===== config.mk =====
export PLATFORM = sky130hd
export DESIGN_NAME = mem_frame_streamer
export DESIGN_NICKNAME = d
export VERILOG_FILES = /design/src/rtl/mem_frame_streamer.sv
export SDC_FILE = /design/constraint.sdc
export NUM_CORES = 1
export LEC_CHECK = 0
export CAP_MARGIN = 20
export CORE_MARGIN = 2
export CORE_UTILIZATION = 42
export CTS_CLUSTER_DIAMETER = 50
export DETAILED_ROUTE_END_ITERATION = 8
export GPL_TIMING_DRIVEN = 0
export HOLD_SLACK_MARGIN = 0.05
export MAX_ROUTING_LAYER = met4
export REMOVE_ABC_BUFFERS = 1
export SLEW_MARGIN = 10
export SYNTH_ARGS = -nofsm -noshare
export SYNTH_HDL_FRONTEND = slang
export SYNTH_SLANG_ARGS = --single-unit

===== constraint.sdc =====
create_clock -name i_clk -period 4.7 [get_ports i_clk]
set_clock_uncertainty 0.2 [all_clocks]
set_input_delay 0.47 -clock i_clk [delete_from_list [all_inputs] [get_ports i_clk]]
set_output_delay 0.47 -clock i_clk [all_outputs]
set_load 0.1 [all_outputs]

===== src/rtl/mem_frame_streamer.sv =====
// Streams one length-prefixed frame from single-port SRAM onto a valid/ready byte stream.
// Build option: define MEM_STREAM_HDR_EMIT_EN to emit the adjusted header as the first beat.
module mem_frame_streamer #(
  parameter int unsigned DATA_WIDTH = 8,
  parameter int unsigned ADDR_WIDTH = 8,
  parameter int unsigned BUF_DEPTH  = 2,
  parameter int unsigned HDR_ADJ    = 4
) (
  input  logic                  i_clk,
  input  logic                  i_reset,
  input  logic                  i_start,
  input  logic [ADDR_WIDTH-1:0] i_base_addr,
  output logic                  o_busy,
  output logic                  o_done,
  output logic [DATA_WIDTH-1:0] o_data,
  output logic                  o_valid,
  output logic                  o_last,
  input  logic                  i_ready,
  output logic                  csb0,
  output logic                  web0,
  output logic [ADDR_WIDTH-1:0] addr0,
  input  logic [DATA_WIDTH-1:0] dout0
);

  localparam int unsigned PW = (BUF_DEPTH > 1) ? $clog2(BUF_DEPTH) : 1;
  localparam int unsigned CW = $clog2(BUF_DEPTH + 1) + 2;
  localparam int unsigned EW = DATA_WIDTH + 1;

  typedef enum logic [2:0] {S_IDLE, S_HDR_REQ, S_HDR_WAIT, S_STREAM, S_FIN} state_t;
  state_t state_q, state_d;

  logic                  busy_q, busy_d, done_q, done_d;
  logic [DATA_WIDTH-1:0] out_data_q, out_data_d;
  logic                  out_v_q, out_v_d, out_last_q, out_last_d;
  logic                  csb_q, csb_d;
  logic [ADDR_WIDTH-1:0] addr_q, addr_d;
  logic [DATA_WIDTH-1:0] len_q, len_d, issued_q, issued_d;
  logic                  p1_q, p1_d, p1_last_q, p1_last_d;
  logic                  p2_q, p2_d, p2_last_q, p2_last_d;
  logic [EW-1:0]         fifo_q [BUF_DEPTH];
  logic [PW-1:0]         wr_ptr_q, wr_ptr_d, rd_ptr_q, rd_ptr_d;
  logic [PW:0]           cnt_q, cnt_d;
  logic                  start_ok, xfer, push, pop, hdr_load;
  logic [EW-1:0]         push_entry;
  logic [CW-1:0]         occ;

  assign start_ok = i_start & ~busy_q & (state_q == S_IDLE);
  assign xfer     = out_v_q & i_ready;
  // p1: read on the bus this cycle; p2: its data is on dout0 and lands at the next edge
  assign occ      = CW'(out_v_q) + CW'(cnt_q) + CW'(p1_q) + CW'(p2_q) - CW'(xfer);

`ifdef MEM_STREAM_HDR_EMIT_EN
  logic [DATA_WIDTH-1:0] hdr_val;
  assign hdr_val    = (dout0 > DATA_WIDTH'(HDR_ADJ)) ? dout0 - DATA_WIDTH'(HDR_ADJ) : '0;
  assign hdr_load   = (state_q == S_HDR_WAIT);
  assign push_entry = hdr_load ? {dout0 == '0, hdr_val} : {p2_last_q, dout0};
`else
  logic [31:0] unused_hdr_adj;
  assign unused_hdr_adj = HDR_ADJ;
  assign hdr_load       = 1'b0;
  assign push_entry     = {p2_last_q, dout0};
`endif

  always_ff @(posedge i_clk) begin
    if (i_reset) state_q <= S_IDLE;
    else         state_q <= state_d;
  end

  always_comb begin
    state_d = state_q;
    case (state_q)
      S_IDLE:     if (start_ok) state_d = S_HDR_REQ;
      S_HDR_REQ:  state_d = S_HDR_WAIT;
      S_HDR_WAIT: state_d = (dout0 == '0 && !hdr_load) ? S_FIN : S_STREAM;
      S_STREAM:   if (xfer && out_last_q) state_d = S_FIN;
      S_FIN:      state_d = S_IDLE;
      default:    state_d = S_IDLE;
    endcase
  end

  always_comb begin
    csb_d      = 1'b1;
    addr_d     = addr_q;
    len_d      = len_q;
    issued_d   = issued_q;
    p1_d       = 1'b0;
    p1_last_d  = 1'b0;
    p2_d       = p1_q;
    p2_last_d  = p1_last_q;
    out_data_d = out_data_q;
    out_v_d    = out_v_q;
    out_last_d = out_last_q;
    push       = 1'b0;
    pop        = 1'b0;
    done_d     = (state_q == S_FIN);
    busy_d     = (state_d != S_IDLE) || done_d;

    case (state_q)
      S_IDLE: if (start_ok) begin
        csb_d  = 1'b0;
        addr_d = i_base_addr;
      end
      S_HDR_WAIT: begin
        len_d    = dout0;
        issued_d = '0;
        if (dout0 != '0) begin
          csb_d     = 1'b0;
          addr_d    = addr_q + ADDR_WIDTH'(1);
          issued_d  = DATA_WIDTH'(1);
          p1_d      = 1'b1;
          p1_last_d = (dout0 == DATA_WIDTH'(1));
        end
      end
      S_STREAM: if (issued_q != len_q && occ <= CW'(BUF_DEPTH)) begin
        csb_d     = 1'b0;
        addr_d    = addr_q + ADDR_WIDTH'(1);
        issued_d  = issued_q + DATA_WIDTH'(1);
        p1_d      = 1'b1;
        p1_last_d = (issued_q + DATA_WIDTH'(1) == len_q);
      end
      default: ;
    endcase

    // Header is queued rather than presented directly so it appears one edge after capture
    if (hdr_load) begin
      push = 1'b1;
    end else if (!out_v_q || xfer) begin
      if (cnt_q != '0) begin
        {out_last_d, out_data_d} = fifo_q[rd_ptr_q];
        out_v_d = 1'b1;
        pop     = 1'b1;
        push    = p2_q;
      end else if (p2_q) begin
        {out_last_d, out_data_d} = {p2_last_q, dout0};
        out_v_d = 1'b1;
      end else begin
        out_v_d = 1'b0;
      end
    end else begin
      push = p2_q;
    end

    wr_ptr_d = wr_ptr_q + PW'(push);
    rd_ptr_d = rd_ptr_q + PW'(pop);
    cnt_d    = cnt_q + (PW+1)'(push) - (PW+1)'(pop);
  end

  always_ff @(posedge i_clk) begin
    if (i_reset) begin
      busy_q     <= 1'b0;
      done_q     <= 1'b0;
      out_data_q <= '0;
      out_v_q    <= 1'b0;
      out_last_q <= 1'b0;
      csb_q      <= 1'b1;
      addr_q     <= '0;
      len_q      <= '0;
      issued_q   <= '0;
      p1_q       <= 1'b0;
      p1_last_q  <= 1'b0;
      p2_q       <= 1'b0;
      p2_last_q  <= 1'b0;
      wr_ptr_q   <= '0;
      rd_ptr_q   <= '0;
      cnt_q      <= '0;
    end else begin
      busy_q     <= busy_d;
      done_q     <= done_d;
      out_data_q <= out_data_d;
      out_v_q    <= out_v_d;
      out_last_q <= out_last_d;
      csb_q      <= csb_d;
      addr_q     <= addr_d;
      len_q      <= len_d;
      issued_q   <= issued_d;
      p1_q       <= p1_d;
      p1_last_q  <= p1_last_d;
      p2_q       <= p2_d;
      p2_last_q  <= p2_last_d;
      wr_ptr_q   <= wr_ptr_d;
      rd_ptr_q   <= rd_ptr_d;
      cnt_q      <= cnt_d;
    end
  end

  always_ff @(posedge i_clk) begin
    if (push) fifo_q[wr_ptr_q] <= push_entry;
  end

  assign o_busy  = busy_q;
  assign o_done  = done_q;
  assign o_data  = out_data_q;
  assign o_valid = out_v_q;
  assign o_last  = out_last_q;
  assign csb0    = csb_q;
  assign web0    = 1'b1;
  assign addr0   = addr_q;

endmodule

# Word level (Yosys, flattened, before mapping)
# Memories as Yosys holds them, arrays and structs flattened. A register that Yosys moved wholly into a read port is not among the register bits.
# Index checks and enable logic that the tools add are counted.
# W data, S select, Z words.
word_totals:
  reg_bits: 48
  ramBits: 18
  inputBits: 20
  out_inout_bits: 22
  word_cells: 93
  n_memories: 1
op_classes:
  n_addsub: 10
  n_lt_le_gt_ge: 1
  eq_ne: 10
  n_mux: 34
  bitwise: 4
  n_reduce_logical: 16
memory_table:
  columns: ["name", "depth", "word_bits", "read_ports", "rd_ports_with_merged_regs", "write_ports", "line_no", "rtl"]
  rows:
  - ["fifo_q", 2, 9, 1, 1, 1, "40", "logic [EW-1:0] fifo_q [BUF_DEPTH];"]
ops:
  columns: ["cell", "n"]
  rows:
  - ["$mux W8", 6]
  - ["$pmux W8 S3", 1]
  - ["$mux W1", 19]
  - ["$add A8 B1 Y8 const B", 2]
  - ["$pmux W8 S2", 1]
  - ["$pmux W3 S4", 1]
  - ["$mux W3", 3]
  - ["$eq A8 B1 Y1 const B", 1]
  - ["$eq A8 B8 Y1", 1]
  - ["$logic_not A8 Y1", 1]
  - ["$ne A8 B8 Y1", 1]
  - ["$reduce_bool A8 Y1", 1]
  - ["$eq A3 B2 Y1 const B", 2]
  - ["$ne A2 B2 Y1 const B", 3]
  - ["$reduce_bool A2 Y1", 3]
  - ["$reduce_bool A3 Y1", 2]
  - ["$add A3 B1 Y4", 1]
  - ["$add A4 B1 Y4", 1]
  - ["$le A4 B2 Y1 const B", 1]
  - ["$pmux W1 S2", 2]
  - ["$reduce_and A2 Y1", 2]
  - ["$reduce_and A4 Y1", 1]
  - ["$sub A4 B1 Y4", 1]
  - ["$add A1 B2 Y3", 1]
  - ["12 further kinds", 17]

# Depth between registers and ports, before layout
logic_depth:
  depth_word: 8
  depth_mapped: 13

# Worst setup path after synthesis
# No wires, ideal clock.
synth_path:
  path_kind: "flip-flop to flip-flop"
  start: "register out_v_q, in the netlist o_valid"
  end: "register issued_q[6]"
  setup_time_ns: 0.074
  arrival_ns: 3.765
  t_required_ns: 4.426
  setup_slack_ns: 0.660
  stages_incl_launch_ff: 14
  period_less_slack_ns: 4.040
  path_cell_list: "dfxtp_1 and2_1 ha_1 fa_1 inv_1 ha_1 inv_1 fa_1 xor2_1 o21ai_0 a21oi_4 nand2_2 or4_1 a31oi_1"
synth_between:
  elab_chain_len: 8
  elab_cells_between_ends: 9
synth_rtl:
  columns: ["item", "line_no", "rtl"]
  rows:
  - ["start: declaration", "34", "logic out_v_q, out_v_d, out_last_q, out_last_d;"]
  - ["start signal: assignment", "170", "out_v_q <= out_v_d;"]
  - ["$add A1 B2 Y3", "50", "assign occ = CW'(out_v_q) + CW'(cnt_q) + CW'(p1_q) + CW'(p2_q) - CW'(xfer);"]
  - ["$add A3 B1 Y4", "50", null]
  - ["$add A4 B1 Y4", "50", null]
  - ["$sub A4 B1 Y4 (*)", "50", null]
  - ["$le A4 B2 Y1 (*)", "114", "S_STREAM: if (issued_q != len_q && occ <= CW'(BUF_DEPTH)) begin"]
  - ["$logic_and A1 B1 Y1 (*)", "114", null]
  - ["$ne A2 B2 Y1 (no source line) (*)", null, null]
  - ["$reduce_and A2 Y1 (no source line) (*)", null, null]
  - ["end signal: assignment", "175", "issued_q <= issued_d;"]
  - ["end: declaration", "37", "logic [DATA_WIDTH-1:0] len_q, len_d, issued_q, issued_d;"]
# Mark *: on every way between the ends. The rest lies on a longest branch, timed or not.
# A chain may end at the register's enable or synchronous reset.

# Worst setup path in the final report
layout_path:
  start: "input i_ready"
  end: "register issued_q[5]"
layout_between:
  elab_chain_len: 6
layout_rtl:
  columns: ["item", "line_no", "rtl"]
  rows:
  - ["start: declaration", "18", "input logic i_ready,"]
  - ["$and A1 B1 Y1", "48", "assign xfer = out_v_q & i_ready;"]
  - ["$sub A4 B1 Y4", "50", null]
  - ["$le A4 B2 Y1", "114", null]
  - ["$logic_and A1 B1 Y1", "114", null]
  - ["$ne A2 B2 Y1 (no source line)", null, null]
  - ["$reduce_and A2 Y1 (no source line)", null, null]
# No other way between the ends.

==> impl_metrics.yaml <==
detailed_routing:
  dr.pass1.iters: 4
  vias: 2664
  dr.first_iter.drc_count: 103
  ant_nets: 0
  drt-wirelength-per-cell_um: 14.1
  drc: 0
  drt_wl_total_um: 7020
  via_per_inst: 5.34
timing:
  finalHoldViolations: 0
  drv_slew: 0
  slew_headroom: 0.343
  finalCritPeriodShare: 0.835
  setup_viol: 0
  finalCriticalPeriod_ps: 3920
  max_freq_ghz: 0.255
  tightest_slew_ps: 979
  rsz0062_at_grt: "false"
  setup_tns_ps: 0
  final.setup.worst_slack_ps: 775
worst_setup_path:
  cp_data_arrival_time_ps: 3990
  crit_fanout: 8
  critical_path.startpoint_type: "primary input"
  worstSetupPathType: "in -> reg"
  end_kind: "flop"
  critPathRequiredTime_ps: 4770
synthesis:
  synth_cell_types: 55
  synth_xor_xnor_area_share: 0.0551
  synth_simple_gate_area_frac: 0.189
  seq_area_frac_synth: 0.446
  yosys.area_share.adder: 0.0528
  avgSynthCellArea_um2: 9.45
  ys.flop_type: "dfxtp_1"
  muxShareOfSynthArea: 0.0625
  synth_edf_count: 18
  synth_top_family_by_area: "simple AND/OR/NAND/NOR gates"
  ys_warn_count: 0
  synth_compound_area_frac: 0.150
  ys_ff_latch: 66
  postSynth.asyncResetShare: 0
  synthesis.area_um2: 3360
  syn_inst: 356
finish:
  final_cell_mix: "48 x dfxtp_1, 42 x nor2_1, 39 x clkdlybuf4s50_1"
  final_common_cell: "dfxtp_1"
  syn_to_final_growth_pct: 20.4
  fin_cells: 499
  antenna_cells: 0
  drive_above_1_share: 0.0730
  nets: 425
  design_area_um2: 4050
  fin_util: 0.524
pwr:
  ir_drop_mv: 0.290
  p_leak_nw: 1.56
  powerDensity_nw_per_um2: 538
  power_frac_seq: 0.335
  combPwrFrac: 0.433
  p_sw_mw: 0.945
  pwr-share-clk: 0.232
  p_int_mw: 1.23
  switching_share: 0.434
die:
  core_area_um2: 7730
  initial_core_util: 0.435
  die_w_um: 93.5
  die_h_um: 93.5
  io_pins: 42
  dieArea_um2: 8740
  placementRows: 32
placement:
  gp_congestion: 0.806
  dp_hpwl_um: 4930
  dp_cells: 483
  place_ws_ps: 474
  portBuffers: 40
  place_area_um2: 3840
clock_network:
  cts_inserted_buffers: 9
  clk_latency_ps: 340
  clockBufferDepth: 2
  clk_pin_slew_ps: 70
  root_buffer: "clkbuf_8"
  ctsHoldBuffers: 0
  post_cts_buffers: 0
  tritoncts: "done"
  htreeDepth: 3
  cts.repair.resized: 0
  cts_sinks: 66
hold_path:
  hp-class: "reg -> reg"
global_routing:
  grt_pass1_wl_um: 12000
  grt_usage: 0.180
  overflow: 0
  grt_max_degree: 38
  grt_pass1_vias: 2462
  antenna_found_initial: 0
run:
  maxCapViolCount: 0
status:
  status: "finished clean"
## flip-flops by register name, indices dropped and copies added, names as in the netlist, 2 cells and up
signal and flops:
addr0 8, cnt_q 2, fifo_q 18, issued_q 8, len_q 8, o_data 8
state_q 3
## critical path, cell delays in order
cell	delay, ps
clkdlybuf4s50_1	410
and2_1	180
ha_1	290
fa_1	430
inv_1	70
ha_1	160
inv_1	60
fa_1	380
xor2_1	130
o21ai_0	190
a21oi_4	330
nand4_2	190
or4_1	540
a21oi_1	160
## cell families (layout without fill, tap and decap cells)
logic type / count (synthesis) / count (layout)
AND/OR/NAND/NOR: 127 / 127
AO/OA/AOI/OAI: 73 / 73
flip-flops: 66 / 66
buffers and inverters: 36 / 77
multiplexers: 21 / 21
XOR/XNOR: 19 / 19
adder cells (fa/ha/maj): 13 / 13
other: 1 / 1
## path summary, 6_finish.rpt
check / from / to / slack, ps / cells past startpoint
min: p1_q / p2_q / 250 / 2
min reg2reg: p1_q / p2_q / 250 / 2
max reg2reg: o_valid / issued_q[5] / 990 / 13
max: i_ready / issued_q[5] / 780 / 14
## cell usage after synthesis (3+ instances only)
library cell | n | area share
o21ai_0 | 11 | 0.016
dfxtp_1 | 48 | 0.29
nor2b_1 | 9 | 0.017
clkbuf_1 | 11 | 0.012
nand2b_1 | 3 | 0.0056
nand4_1 | 3 | 0.0056
nor3_1 | 9 | 0.013
o31a_1 | 4 | 0.010
a31oi_1 | 7 | 0.013
a21oi_1 | 18 | 0.027
a32oi_1 | 4 | 0.010
and2_1 | 3 | 0.0056
nor2_1 | 42 | 0.047
mux2i_1 | 21 | 0.062
edfxtp_1 | 18 | 0.16
xnor2_1 | 8 | 0.021
a211oi_1 | 13 | 0.029
nand2_1 | 28 | 0.031
xor2_1 | 10 | 0.026
and3_1 | 3 | 0.0056
or4_1 | 5 | 0.011
nand3_1 | 8 | 0.012
ha_1 | 11 | 0.041
buf_2 | 4 | 0.0060
nor4_1 | 3 | 0.0056
inv_1 | 18 | 0.020
## final cells by class
type                            instances  area (um2)
Sequential cell                        66        1500
Clock buffer                           10         128
Fill cell                             741        3680
Tap cell                              102         128
Timing Repair Buffer                   42         423
Inverter                               19        71.3
Multi-Input combinational cell        254        1720
Clock inverter                          6        81.3
## power groups by stage
stage / Combinational, mW / Sequential [mW] / Clock (mW)
final: 0.943 / 0.730 / 0.506
after global routing: 1.02 / 0.742 / 0.544
after CTS: 0.950 / 0.731 / 0.523
after detailed placement: 0.945 / 0.744 / 0
after global placement: 0.931 / 0.741 / 0
after floorplan: 0.396 / 1.07 / 0
## per-stage QoR
| step | power, mW | hold WS [ps] |
|---|---|---|
| finish | 2.18 | 246 |
| global route | 2.30 | 274 |
| CTS | 2.20 | 253 |
| detailed placement | 1.69 | 242 |
| global placement | 1.67 | 237 |
| floorplan | 1.46 | 214 |
## metal layers
layer / wire length, um / GRT usage / share of wire / up-vias
met2: 3250 / 0.266 / 0.46 / 39
met1: 3430 / 0.241 / 0.49 / 1272
met4: 96 / 0.0515 / 0.014 / 0
met5: 0 / - / 0 / -
met3: 249 / 0.0508 / 0.035 / 9
li1: - / - / - / 1344
(Power assumes the default switching activity.)
